### src/rtl/hpdcache_pkg.sv
`default_nettype none
// +----------------------------------------------------------------------+
// | hpdcache_pkg : HPDcache request payload seen by the prefetch path    |
// | Revision     : 1.0                                                   |
// +----------------------------------------------------------------------+
package hpdcache_pkg;
    localparam int HPDCACHE_ADDR_W = 40;

    typedef struct packed {
        logic [HPDCACHE_ADDR_W-1:0] addr;
        logic [2:0]                 size;
        logic [3:0]                 sid;
    } hpdcache_req_t;
endpackage
`default_nettype wire

### src/rtl/hwpf_pkg.sv
`default_nettype none
// +----------------------------------------------------------------------+
// | hwpf_pkg : shared types for the hardware-prefetch request arbiter    |
// | Revision : 1.0                                                       |
// +----------------------------------------------------------------------+
package hwpf_pkg;
    import hpdcache_pkg::*;

    localparam int HWPF_LINE_OFFSET_W = 6;

    typedef logic [HPDCACHE_ADDR_W-HWPF_LINE_OFFSET_W-1:0] hwpf_line_addr_t;

    typedef enum logic [0:0] {
        HWPF_ARB_IDLE    = 1'b0,
        HWPF_ARB_PRESENT = 1'b1
    } hwpf_arb_state_t;
endpackage
`default_nettype wire

### src/rtl/hwpf_req_fifo.sv
`default_nettype none
// +----------------------------------------------------------------------+
// | hwpf_req_fifo : sync request FIFO with per-entry valid vector        |
// | Revision      : 1.0                                                  |
// +----------------------------------------------------------------------+
module hwpf_req_fifo
    import hpdcache_pkg::*;
#(
    parameter int DEPTH = 4
) (
    input  logic                       clk_i,
    input  logic                       rst_i,
    input  logic                       push_i,
    input  hpdcache_req_t              data_i,
    input  logic                       pop_i,
    input  logic                       flush_i,
    input  logic                       keep_head_i,
    output hpdcache_req_t              head_o,
    output hpdcache_req_t [DEPTH-1:0]  mem_o,
    output logic [DEPTH-1:0]           valid_o,
    output logic                       full_o,
    output logic                       empty_o,
    output logic                       empty_next_o
);
    localparam int PTR_W = $clog2(DEPTH);
    localparam int CNT_W = PTR_W + 1;

    hpdcache_req_t [DEPTH-1:0] mem_q;
    logic [PTR_W-1:0] wr_ptr_q, wr_ptr_d, rd_ptr_q, rd_ptr_d;
    logic [CNT_W-1:0] cnt_q, cnt_d;
    logic [DEPTH-1:0] valid_q, valid_d;
    logic             do_push, do_pop;

    assign full_o       = (cnt_q == CNT_W'(DEPTH));
    assign empty_o      = (cnt_q == '0);
    assign do_push      = push_i && !full_o && !flush_i;
    assign do_pop       = pop_i && !empty_o;
    assign head_o       = mem_q[rd_ptr_q];
    assign mem_o        = mem_q;
    assign valid_o      = valid_q;
    assign empty_next_o = (cnt_d == '0);

    always_comb begin
        rd_ptr_d = do_pop ? rd_ptr_q + PTR_W'(1) : rd_ptr_q;
        wr_ptr_d = wr_ptr_q;
        cnt_d    = cnt_q;
        valid_d  = valid_q;
        if (do_pop) begin
            valid_d[rd_ptr_q] = 1'b0;
        end
        if (flush_i) begin
            // Only a head that is already being presented survives a flush.
            valid_d = '0;
            cnt_d   = '0;
            if (keep_head_i && !do_pop && !empty_o) begin
                valid_d[rd_ptr_q] = 1'b1;
                cnt_d             = CNT_W'(1);
            end
            wr_ptr_d = rd_ptr_d + PTR_W'(cnt_d);
        end else begin
            if (do_push) begin
                wr_ptr_d          = wr_ptr_q + PTR_W'(1);
                valid_d[wr_ptr_q] = 1'b1;
            end
            cnt_d = cnt_q + CNT_W'(do_push) - CNT_W'(do_pop);
        end
    end

    always_ff @(posedge clk_i) begin
        if (rst_i) begin
            wr_ptr_q <= '0;
            rd_ptr_q <= '0;
            cnt_q    <= '0;
            valid_q  <= '0;
        end else begin
            wr_ptr_q <= wr_ptr_d;
            rd_ptr_q <= rd_ptr_d;
            cnt_q    <= cnt_d;
            valid_q  <= valid_d;
        end
    end

    always_ff @(posedge clk_i) begin
        if (do_push) begin
            mem_q[wr_ptr_q] <= data_i;
        end
    end
endmodule
`default_nettype wire

### src/rtl/hwpf_req_arbiter.sv
`default_nettype none
// +----------------------------------------------------------------------+
// | hwpf_req_arbiter : round-robin prefetch request arbiter into HPDcache|
// | Optional line dedup filter: define HWPF_ARB_DEDUP_EN                 |
// | Revision         : 1.0                                               |
// +----------------------------------------------------------------------+
module hwpf_req_arbiter
    import hpdcache_pkg::*, hwpf_pkg::*;
#(
    parameter int NUM_PF        = 2,
    parameter int FIFO_DEPTH    = 4,
    parameter int LINE_OFFSET_W = HWPF_LINE_OFFSET_W
) (
    input  logic                        clk_i,
    input  logic                        rst_i,
    input  logic                        flush_i,
    input  logic [NUM_PF-1:0]           pf_req_valid_i,
    output logic [NUM_PF-1:0]           pf_req_ready_o,
    input  hpdcache_req_t [NUM_PF-1:0]  pf_req_i,
    input  logic                        cpu_busy_i,
    output logic                        dcache_req_valid_o,
    input  logic                        dcache_req_ready_i,
    output hpdcache_req_t               dcache_req_o,
    output logic [15:0]                 drop_cnt_o
);
    localparam int RR_W = (NUM_PF > 1) ? $clog2(NUM_PF) : 1;

    hwpf_arb_state_t                state_q, state_d;
    logic [RR_W-1:0]                rr_ptr_q, rr_ptr_d, win_idx, cand;
    logic                           win_found, grant, dup_hit, pop, present;
    hpdcache_req_t                  req_sel, fifo_head;
    hpdcache_req_t [FIFO_DEPTH-1:0] fifo_mem;
    logic [FIFO_DEPTH-1:0]          fifo_valid;
    logic                           fifo_full, fifo_empty, fifo_empty_next;

    // First requester at or after rr_ptr, wrapping.
    always_comb begin
        win_found = 1'b0;
        win_idx   = '0;
        cand      = '0;
        for (int k = 0; k < NUM_PF; k++) begin
            cand = RR_W'((int'(rr_ptr_q) + k) % NUM_PF);
            if (!win_found && pf_req_valid_i[cand]) begin
                win_found = 1'b1;
                win_idx   = cand;
            end
        end
    end

    assign grant   = win_found && !fifo_full && !flush_i;
    assign req_sel = pf_req_i[win_idx];

    always_comb begin
        pf_req_ready_o = '0;
        rr_ptr_d       = rr_ptr_q;
        if (grant) begin
            pf_req_ready_o[win_idx] = 1'b1;
            rr_ptr_d = (win_idx == RR_W'(NUM_PF - 1)) ? '0 : win_idx + RR_W'(1);
        end
    end

    assign present            = (state_q == HWPF_ARB_PRESENT);
    assign pop                = present && dcache_req_ready_i;
    assign dcache_req_valid_o = present;
    assign dcache_req_o       = present ? fifo_head : '0;

    hwpf_req_fifo #(
        .DEPTH (FIFO_DEPTH)
    ) u_fifo (
        .clk_i        (clk_i),
        .rst_i        (rst_i),
        .push_i       (grant && !dup_hit),
        .data_i       (req_sel),
        .pop_i        (pop),
        .flush_i      (flush_i),
        .keep_head_i  (present),
        .head_o       (fifo_head),
        .mem_o        (fifo_mem),
        .valid_o      (fifo_valid),
        .full_o       (fifo_full),
        .empty_o      (fifo_empty),
        .empty_next_o (fifo_empty_next)
    );

    // Decisions use next occupancy so a request accepted now is shown next cycle.
    always_comb begin
        state_d = state_q;
        case (state_q)
            HWPF_ARB_IDLE: begin
                if (!fifo_empty_next && !cpu_busy_i) begin
                    state_d = HWPF_ARB_PRESENT;
                end
            end
            HWPF_ARB_PRESENT: begin
                if (dcache_req_ready_i) begin
                    state_d = (!fifo_empty_next && !cpu_busy_i) ? HWPF_ARB_PRESENT
                                                                : HWPF_ARB_IDLE;
                end
            end
            default: state_d = HWPF_ARB_IDLE;
        endcase
    end

    always_ff @(posedge clk_i) begin
        if (rst_i) begin
            state_q  <= HWPF_ARB_IDLE;
            rr_ptr_q <= '0;
        end else begin
            state_q  <= state_d;
            rr_ptr_q <= rr_ptr_d;
        end
    end

`ifdef HWPF_ARB_DEDUP_EN
    localparam int LINE_W = HPDCACHE_ADDR_W - LINE_OFFSET_W;

    logic [LINE_W-1:0] last_line_q;
    logic              last_valid_q;
    logic [15:0]       drop_cnt_q;

    function automatic logic [LINE_W-1:0] line_of(input logic [HPDCACHE_ADDR_W-1:0] a);
        return a[HPDCACHE_ADDR_W-1:LINE_OFFSET_W];
    endfunction

    always_comb begin
        dup_hit = last_valid_q && (last_line_q == line_of(req_sel.addr));
        for (int e = 0; e < FIFO_DEPTH; e++) begin
            if (fifo_valid[e] && (line_of(fifo_mem[e].addr) == line_of(req_sel.addr))) begin
                dup_hit = 1'b1;
            end
        end
    end

    always_ff @(posedge clk_i) begin
        if (rst_i) begin
            last_valid_q <= 1'b0;
            last_line_q  <= '0;
            drop_cnt_q   <= '0;
        end else begin
            if (flush_i) begin
                last_valid_q <= 1'b0;
            end else if (pop) begin
                last_valid_q <= 1'b1;
                last_line_q  <= line_of(fifo_head.addr);
            end
            if (grant && dup_hit && (drop_cnt_q != 16'hFFFF)) begin
                drop_cnt_q <= drop_cnt_q + 16'd1;
            end
        end
    end

    assign drop_cnt_o = drop_cnt_q;
`else
    localparam int unused_line_offset_w = LINE_OFFSET_W;
    logic unused_fifo_view;

    assign unused_fifo_view = ^{fifo_mem, fifo_valid, fifo_empty};
    assign dup_hit          = 1'b0;
    assign drop_cnt_o       = '0;
`endif
endmodule
`default_nettype wire

### config.mk
export PLATFORM = sky130hd
export DESIGN_NAME = hwpf_req_arbiter
export DESIGN_NICKNAME = d
export VERILOG_FILES = /design/src/rtl/hpdcache_pkg.sv /design/src/rtl/hwpf_pkg.sv /design/src/rtl/hwpf_req_fifo.sv /design/src/rtl/hwpf_req_arbiter.sv
export SDC_FILE = /design/constraint.sdc
export NUM_CORES = 1
export LEC_CHECK = 0
export ABC_AREA = 1
export BUFFER_PORTS_ARGS = -buffer_cell sky130_fd_sc_hd__buf_4
export CAP_MARGIN = 5
export CELL_PAD_IN_SITES_DETAIL_PLACEMENT = 0
export CELL_PAD_IN_SITES_GLOBAL_PLACEMENT = 1
export CORE_UTILIZATION = 40
export DETAILED_ROUTE_END_ITERATION = 6
export PLACE_DENSITY_LB_ADDON = 0.1
export REMOVE_ABC_BUFFERS = 1
export SYNTH_ARGS = -nofsm -noshare
export SYNTH_HDL_FRONTEND = slang
export SYNTH_SLANG_ARGS = --single-unit
### constraint.sdc
create_clock -name clk_i -period 7.6 [get_ports clk_i]
set_clock_uncertainty 0.05 [all_clocks]
set_input_delay 0.38 -clock clk_i [delete_from_list [all_inputs] [get_ports clk_i]]
set_output_delay 0.38 -clock clk_i [all_outputs]
set_load 0.005 [all_outputs]
# ---- Yosys cells after proc, flatten, opt, wreduce, memory -nomap -nowiden
# Index checks and enable logic that the tools add are counted.
dict set report word_totals {
  ff_bits 197
  output_inout_bits 66
  wordCells 84
}
dict set report classes {
  n_eq_ne 1
  reduce_logical 22
  mux 29
  n_bitwise 1
  addsub 7
  magnitude_cmp 7
}
# op count
set op_table {}
lappend op_table {{two-way mux 47 bit} 5}
lappend op_table {{bitwise mux 188 bit} 1}
lappend op_table {{binary-select mux 47 bit (select 2 bit)} 1}
lappend op_table {{demux 47 bit (select 2 bit)} 1}
lappend op_table {{two-way mux 1 bit} 13}
lappend op_table {{logical AND 1 bit} 12}
lappend op_table {{two-way mux 2 bit} 4}
lappend op_table {{zero test 1 bit} 7}
lappend op_table {{zero test 3 bit} 2}
lappend op_table {{less-than comparator 1 x 2 -> 1 bit (second input constant)} 3}
lappend op_table {{less-than comparator 2 x 3 -> 1 bit (second input constant)} 2}
lappend op_table {{two-way mux 3 bit} 2}
lappend op_table {{adder 2 x 1 -> 2 bit (second input constant)} 2}
lappend op_table {{adder 3 x 1 -> 3 bit} 1}
lappend op_table {{equality test 3 bit (second input constant)} 1}
lappend op_table {{subtractor 3 x 1 -> 3 bit} 1}
lappend op_table {{adder 1 bit (second input constant)} 2}
lappend op_table {{adder 2 bit} 1}
lappend op_table {{greater-or-equal comparator 2 x 1 -> 1 bit (second input constant)} 1}
lappend op_table {{one-hot mux 1 bit (2 select lines)} 1}
lappend op_table {{nonzero test 2 bit} 1}
lappend op_table {{demux 1 bit (select 1 bit)} 1}
lappend op_table {{greater-or-equal comparator 1 bit (second input constant)} 1}
lappend op_table {{NOT 1 bit} 1}

# ---- Longest topological paths before layout
# Gate-level depths: netlist (run 1).
dict set report depth {
  ltp_word 19
  mapped_depth 14
  ltp_nobuf 14
}

# ---- Modules after synthesis
# From an unflattened synthesis (run 1), not the netlist that was laid out.
dict set report unflattened {
  hier_cells 865
  area_unflattened_um2 8934.8
}
# module n_inst cells_each area_each_um2
set by_module_without_submodules {}
lappend by_module_without_submodules {hwpf_req_fifo 1 571 7682.4}
lappend by_module_without_submodules {hwpf_req_arbiter 1 294 1252.5}

# ---- Least setup slack after synthesis (run 1)
# OpenSTA, ideal clock, no wires.
dict set report synth_timing {
  path_kind {flip-flop to flip-flop}
  from {reg u_fifo.cnt_q[1]}
  to {reg u_fifo.mem_q (netlist bit u_fifo.mem_o[0]) (enable)}
  stages_incl_launch_ff 5
  path_slack_ns 4.410
  period_less_slack_ns 3.190
  required_time_ns 7.098
  path_buffers 0
  t_arrival_ns 2.688
  cell_sequence {dfxtp_1 -> clkinv_1 -> nand3_1 -> nand2_2 -> nor2_1}
}
dict set report synth_via {
  elab_chain_cells 6
}
# element line
set synth_rtl {}
lappend synth_rtl {{start: declaration} hwpf_req_fifo.sv:30} ;# logic [CNT_W-1:0] cnt_q, cnt_d;
lappend synth_rtl {{start signal: assignment} hwpf_req_fifo.sv:78} ;# cnt_q <= cnt_d;
lappend synth_rtl {{equality test 3 bit (*)} hwpf_req_fifo.sv:34} ;# assign full_o = (cnt_q == CNT_W'(DEPTH));
lappend synth_rtl {{zero test 1 bit (*)} {hwpf_req_fifo.sv:36, hwpf_req_arbiter.sv:50}}
lappend synth_rtl {{logical AND 1 bit (2 in a row)} hwpf_req_arbiter.sv:50} ;# assign grant = win_found && !fifo_full && !flush_i;
lappend synth_rtl {{logical AND 1 bit (*) (2 in a row)} hwpf_req_fifo.sv:36} ;# assign do_push = push_i && !full_o && !flush_i;
lappend synth_rtl {{end signal: indexed assignment} hwpf_req_fifo.sv:85} ;# mem_q[wr_ptr_q] <= data_i;
lappend synth_rtl {{end: declaration} hwpf_req_fifo.sv:28} ;# hpdcache_req_t [DEPTH-1:0] mem_q;
# Every way passes the cells marked *; elsewhere a longest branch is shown, timed or not.
# A chain may end at the register's enable or synchronous reset.

==> summary.md, run 1 <==
| Metric | Value |
|---|---|
| Status | complete, no violations |
| Final number of hold-violating endpoints | 0 |
| Num Clock Sinks | slightly below 200 |
| I/O Buffers | 150 |
| Reg clk slew, reported paths | 0.07 ns |
| Commonest non-fill, non-tap cells in the layout | nor2_1, edfxtp_1, buf_4, o21ai_0, a21oi_1 |
| Wire per inst | 16.6 um |
| Worst path slowest cell | dfxtp_4 |
| Vias in the first global route | 5585 |
| Post-CTS setup buffer count | 0 |
| Worst hold margin | 0.138 ns |
| Unrepaired setup endpoints after global routing | false |
| Number of nets in the layout | 962 |
| Most common cell after layout, fill and taps aside | nor2_1 |
| Fin crit period | 3.69 ns |
| Worst skew pair latency | between 0.4 and 0.5 ns |
| Hpwl dp | roughly 11000 um |
| Drt pass-1 iters | 4 |
| Io pins | roughly 170 |
| Area grow syn2layout | 20.2% |
| 1st-iter DRT viols | 242 |
| Die Y | 150 um |
| Initial antenna violation count | 0 |
| GRT Util Overall | 0.175 |
| Pwr per Cell Area | approximately 220 nW/um^2 |
| Final number of max-transition violations | 0 |
| Delay-heaviest family, CP | buffers and inverters |
| Max Cap Violations | 0 |
| Share of cells above drive strength 1 | 0.290 |
| First-pass GRT wire length | about 29000 um |
| Synth warn | 0 |
| CP max stage delay | approximately 1.0 ns |
| Critical path class | reg2out |
| ANT cells | 0 |
| WP data arrival | around 3.3 ns |
| Worst-path cell chain | inv_2 -> buf_4 -> o21ai_0 -> a21oi_1 -> buf_4 |
| Util after Layout | 0.495 |
| Tot Pwr | 2290 uW |
| Max-Slew Margin vs Limit | 0.247 |
| Placed cells | 1109 |
| Tcrit/Tclk final | 0.485 |
| Syn Std Cell Area | 8710 um^2 |
| Finished Layout Cells | about 1100 |
| Worst slew pin tran | 1.13 ns |
| Initial Util | 0.412 |
| Worst VDD drop | 146 uV |
| CTS Root Cell | clkbuf_16 |
| DR vias/cell | 4.95 |
| Die width | 150 um |
| Worst path required time | 7.17 ns |
| Antenna-violating nets left | 0 |
| Avg Cell Area, Syn | roughly 12 um^2 |
| DRC viols | 0 |
| Cell Rows | 53 |
| PostCTS Resize Cnt | 0 |
| Critical Path Start | u_fifo.rd_ptr_q[0] |
| Worst r2r src | u_fifo.rd_ptr_q[0] |
| Leakage | 0.00404 uW |
| Gpl congestion | between 0.7 and 0.8 |
| Count of cell types in the netlist | 31 |
| Crit path launch type | register |
| Setup TNS | 0 ns |
| Wirelength, routed | 18900 um |
| CP Capture Type | output pin |
| #FFs+latches synth | 197 |
| H-tree depth | 4 |
| CTS tree | yes |
| Final setup violation count | 0 |
| Buf/Inv on CP | 3 |
| Class of the worst hold path | in2reg |
| Largest net degree at the start of global routing | 98 |
| Crit-path most repeated cell | buf_4 |
| Post-synthesis cell count | 722 |
| Core Footprint | 21200 um^2 |
| Die area | between 20000 and 25000 um^2 |
| Vias | 5646 |
| Crit-path max FO | 97 |
| FMAX | 271 MHz |
| Hold Crit Start | rst_i |
| CTS Buf Count | 17 |
| Max clock buf depth | 2 |
| Grt ovf | 0 |
| Seq/Total Area, Yosys | 0.669 |
| Cts hold-fix bufs | 0 |
## per-layer routing
metal | GRT usage | wire [um] | vias to the layer above
met4 | 0.0587 | 256 | 0
met1 | 0.223 | 8450 | 2746
met3 | 0.0308 | 651 | 18
li1 | - | - | 2756
met5 | 0 | 0 | -
met2 | 0.301 | 9580 | 126
## registers in the layout, indices dropped and copies added (netlist names)
signal              count
u_fifo.mem_o          188
u_fifo.cnt_q            3
u_fifo.rd_ptr_q         2
u_fifo.wr_ptr_q         2
dcache_req_valid_o      1
rr_ptr_q                1
## through the flow
step | worst slack [ns] | cell area, um^2
finish | 3.91 | 10500
global route | 3.66 | 10500
CTS | 3.94 | 10500
detailed placement | 4.40 | 9910
global placement | 4.46 | 9910
floorplan | 3.91 | 8360
## area by class of cell
class                   count  area (um^2)
inverters                  26         97.6
clock buffers              18          429
flip-flops and latches    197         5830
well taps                 275          344
repair buffers            156         1170
clock inverters            14          120
multi-input cells         455         2470
fillers                  1890        10700
## Yosys cell counts
cell type,instances,area [um^2]
a21oi_1,51,255
edfxtp_1,188,5650
mux2_4,19,285
dfxtp_1,9,180
buf_8,1,15.0
o21ai_1,32,160
a211oi_1,1,7.51
xor2_1,1,8.76
clkinv_1,1,3.75
inv_1,21,78.8
conb_1,1,3.75
o21ai_0,62,310
nand2_1,21,78.8
buf_1,1,3.75
mux2_2,28,315
a31oi_1,1,6.26
or2_2,1,6.26
nor2_2,1,6.26
buf_6,10,113
nand3_1,7,35.0
nor2_1,200,751
nand3_2,1,10.0
inv_2,4,15.0
ha_1,7,87.6
buf_2,11,55.1
nor3_1,1,5.00
buf_4,21,158
clkbuf_2,4,20.0
clkbuf_1,11,41.3
fa_1,1,20.0
nand2_2,4,25.0
## report_power, final
group          total (uW)  internal [uW]  switching (uW)  leakage, uW
Combinational         211           99.0             112      0.00198
Sequential           1250           1240            12.0      0.00179
Clock                 831            430             401     0.000269
## worst paths after layout
| path | end | slack, ns | cells past startpoint |
|---|---|---|---|
| hold / removal | u_fifo.rd_ptr_q[0] | 0.14 | 2 |
| setup / recovery | dcache_req_o[24] | 3.91 | 5 |
| hold reg to reg | rr_ptr_q | 0.42 | 2 |
| setup reg to reg | u_fifo.wr_ptr_q[1] | 4.57 | 11 |
## kinds of logic after synthesis
group           after synthesis  share of synthesized area
buf+inv                      85                     0.0578
other cells                   1                   0.000431
compound gates              147                     0.0849
flops                       197                      0.669
simple gates                236                      0.105
xor+xnor                      1                    0.00101
fa+ha+maj                     8                     0.0124
mux                          47                     0.0690
Power figures use the tool's default switching activity.
==> run 2, diff against run 1 <==
ABC_AREA = 0   (was 1)
clock period = 3.25 ns   (was 7.6 ns; I/O delays follow)
==> run 2 against run 1 <==
Worst setup slack worse by 3.7 ns. Register-to-register slack worse by 4.4 ns. Global-route usage is 2.0 points lower. Non-clock buffer count is 9 higher. Highest routed layer unchanged. Clock-buffer cell count stayed put. Hold slack worse by 0.098 ns. Cell count is 23% lower. Clock power grew to 2.5 times the previous value. Sequential share of layout area hardly changed. First-iteration DRC count is 30% lower. Combinational power is 100% higher. Routed wire length is 16% lower.
==> summary.md, run 2 <==
| Metric | Value |
|---|---|
| Status | complete, no violations |
| Placed cells | 842 (-24%) |
| Finished Layout Cells | 877 (-23%) |
| R2R setup slack | 0.17 ns (-4.40 ns) |
| Post-synthesis cell count | 436 (-40%) |
| I/O Buffers | 150 (unchanged) |
| DRC viols | 0 (unchanged) |
| Top post-synthesis cells by count | edfxtp_1, and2_1, mux2_2, mux4_2, buf_4 |
| Critical path class | reg2reg |
| Delay-heaviest family, CP | adder cells |
| Vias | 4319 (-24%) |
| Worst skew pair latency | 0.43 ns (about the same) |
| Num Clock Sinks | 197 (unchanged) |
| Cts hold-fix bufs | 4 (+4) |
| Wirelength, routed | 15900 um (-16%) |
| Worst-path cell chain | o311a_2 -> ha_1 -> inv_1 -> ha_1 -> fa_1 -> xor2_1 -> xnor2_1 -> nor3_1 -> o41ai_1 -> dlygate4sd3_1 |
| Worst path slowest cell | dlygate4sd3_1 |
| Reg2Reg Depth | 10 (-1) |
| Syn Std Cell Area | 8400 um^2 (-3.6%) |
| PostCTS Resize Cnt | 0 (unchanged) |
| FF/Latch Area | 5830 um^2 (about the same) |
| Max Cap Violations | 0 (unchanged) |
| CTS tree | yes |
| Max-Slew Margin vs Limit | 0.528 (+0.281) |
| Initial antenna violation count | 0 (unchanged) |
| Worst R2R End | dcache_req_valid_o |
| Unrepaired setup endpoints after global routing | false |
| Worst VDD drop | 360 uV (+150%) |
| Drt pass-1 iters | 4 (unchanged) |
| CP Capture Type | register |
| Fin crit period | just over 3 ns |
| Leading area contributor after synthesis | edfxtp_1 |
| Top_reg_cell synth | edfxtp_1 |
| Fill count | 1747 (-7.6%) |
| Die Y | 147 um (-1.8%) |
| Seq/Total Area, Yosys | 0.694 (+0.0247) |
| Area contributors post-synth | edfxtp_1, mux4_2, mux2_2 |
| Critical Path Start | u_fifo.cnt_q[2] |
| Count of cell types in the netlist | 38 (+23%) |
| WP data arrival | 3.40 ns (+0.14 ns) |
| Number of nets in the layout | 704 (-27%) |
| ANT cells | 0 (unchanged) |
| Die width | 147 um (-1.8%) |
| Multi-input gate area | 2370 um^2 (-4.0%) |
| Worst path required time | 3.57 ns (-3.60 ns) |
| Crit path launch type | register |
| CTS Buf Count | 17 (unchanged) |
| H-tree depth | 4 (unchanged) |
| Final setup violation count | 0 (unchanged) |
| Post-CTS setup buffer count | 0 (unchanged) |
| Commonest non-fill, non-tap cells in the layout | edfxtp_1, buf_4, mux4_2, and2_1, mux2_2 |
| #FFs+latches synth | 197 (unchanged) |
| Worst hold margin | 0.0401 ns (-0.0983 ns) |
| Wire per inst | 18.1 um (+9.2%) |
| Reg clk slew, reported paths | 0.07 ns (about the same) |
| Worst r2r src | u_fifo.cnt_q[2] |
| Max reg flops | 188 (unchanged) |
| Yosys top cell area share | 0.672 (+0.0240) |
| Count leader, synth | edfxtp_1 |
| Asr flop ratio synth | 0 (unchanged) |
| Area grow syn2layout | 24.5% |
| Post-synth EDFFs | 188 (unchanged) |
| Antenna-violating nets left | 0 (unchanged) |
| Instance count on the critical path | 10 (+5) |
| Synth warn | 0 (unchanged) |
| Hpwl dp | 9830 um (-9.7%) |
| Most common cell after layout, fill and taps aside | edfxtp_1 |
| Cell Rows | 52 (-1.9%) |
| FMAX | 325 MHz |
| Avg Cell Area, Syn | 19.3 um^2 (+60%) |
| Core Footprint | 20400 um^2 (-3.4%) |
| Gpl congestion | 0.652 (-12%) |
| CP max stage delay | 0.58 ns (-0.44 ns) |
| Class of the worst hold path | in2reg |
| Max clock buf depth | 2 (unchanged) |
| Leakage | 0.00373 uW (-7.7%) |
| Crit-path max FO | 5 (-95%) |
| GRT Util Overall | 0.156 (-0.0196) |
| Share of cells above drive strength 1 | 0.488 (+0.198) |
| Tcrit/Tclk final | 0.948 |
| First-pass GRT wire length | 24700 um (-15%) |
| Final number of hold-violating endpoints | 0 (unchanged) |
| Initial Util | 0.411 (-0.000595) |
| Pwr per Cell Area | 518 nW/um^2 (+140%) |
| Worst slew pin tran | 0.708 ns (-0.422 ns) |
| Grt ovf | 0 (unchanged) |
| 1st-iter DRT viols | 169 (-30%) |
| Vias in the first global route | 4548 (-19%) |
| DR vias/cell | 4.92 (-0.48%) |
| Io pins | 167 (unchanged) |
| CP endpoint | dcache_req_valid_o |
| Buf/Inv on CP | 2 (-1) |
| Crit-path most repeated cell | ha_1 |
| Die area | 21600 um^2 (-3.5%) |
| Final number of max-transition violations | 0 (unchanged) |
| CTS Root Cell | clkbuf_16 |
| Largest net degree at the start of global routing | 51 (-48%) |
-- run 2: cell count changes after synthesis, moves of 7 or more --
cell / before / now
nor2_1: 200 / 5
mux2_2: 28 / 47
a21oi_1: 51 / 1
inv_1: 21 / 8
and2_1: 0 / 47
mux4_2: 0 / 47
nand3_1: 7 / 0
buf_6: 10 / 0
o21ai_1: 32 / 1
o21ai_0: 62 / 1
mux2_4: 19 / 0
nand2_1: 21 / 2
-- run 2: logic make-up after synthesis --
| group | after synthesis | synth area share |
|---|---|---|
| AO/OA/AOI/OAI | 11 | 0.0122 |
| XOR/XNOR | 5 | 0.00522 |
| adder cells (fa/ha/maj) | 8 | 0.0128 |
| buffers and inverters | 48 | 0.0317 |
| flip-flops | 197 | 0.694 |
| multiplexers | 96 | 0.192 |
| other | 1 | 0.000447 |
| AND/OR/NAND/NOR | 70 | 0.0522 |
-- run 2: final cells by class --
type | count | area share
sequential | 197 | 0.558
multi-input combinational | 206 | 0.227
timing repair buffer | 165 | 0.124
clock buffer | 18 | 0.0410
tap | 270 | 0.0323
clock inverter | 13 | 0.0150
inverter | 8 | 0.00287
-- run 2: worst min-delay path by stage --
stage | to | startpoint | cells past startpoint | slack [ns]
after floorplan | u_fifo.rd_ptr_q[0] | rst_i | 1 | 0.18
after global routing | u_fifo.mem_o[83] | pf_req_i[83] | 2 | 0.03
after global placement | dcache_req_valid_o | cpu_busy_i | 2 | 0.30
final | u_fifo.mem_o[166] | pf_req_i[25] | 2 | 0.04
after CTS | u_fifo.mem_o[42] | pf_req_i[89] | 2 | 0.02
after detailed placement | dcache_req_valid_o | cpu_busy_i | 2 | 0.31
-- run 2: power by group --
group | switching [uW] | internal (uW) | total (uW)
Clock | 879 | 1200 | 2080
Combinational | 191 | 233 | 424
Sequential | 18.2 | 2890 | 2900
-- run 2: worst register-to-register path, stage by stage (launching register included) --
cell and delay (ns):
dfxtp_1 0.38, o311a_2 0.46, ha_1 0.29, inv_1 0.04, ha_1 0.20, fa_1 0.41
xor2_1 0.16, xnor2_1 0.18, nor3_1 0.07, o41ai_1 0.22, dlygate4sd3_1 0.58
-- run 2: through the flow --
step	setup WS, ns	instance area, um^2	power [uW]	utilization	TNS (ns)
2_1_floorplan	-0.0540	8220	3170	-	-0.0540
3_3_place_gp	0.777	9830	3370	0.481	0
3_5_place_dp	0.707	9830	3390	0.481	0
4_1_cts	0.166	10500	5470	0.512	0
5_1_grt	0.0207	10500	5600	0.512	0
6_report	0.169	10500	5410	0.512	0
-- run 2: per-layer routing --
layer / routed length, um / global-route usage / up-vias
li1: - / - / 2003
met1: 6950 / 0.204 / 2188
met2: 8100 / 0.258 / 113
met3: 615 / 0.0298 / 15
met4: 225 / 0.0578 / 0
met5: 0 / 0 / -
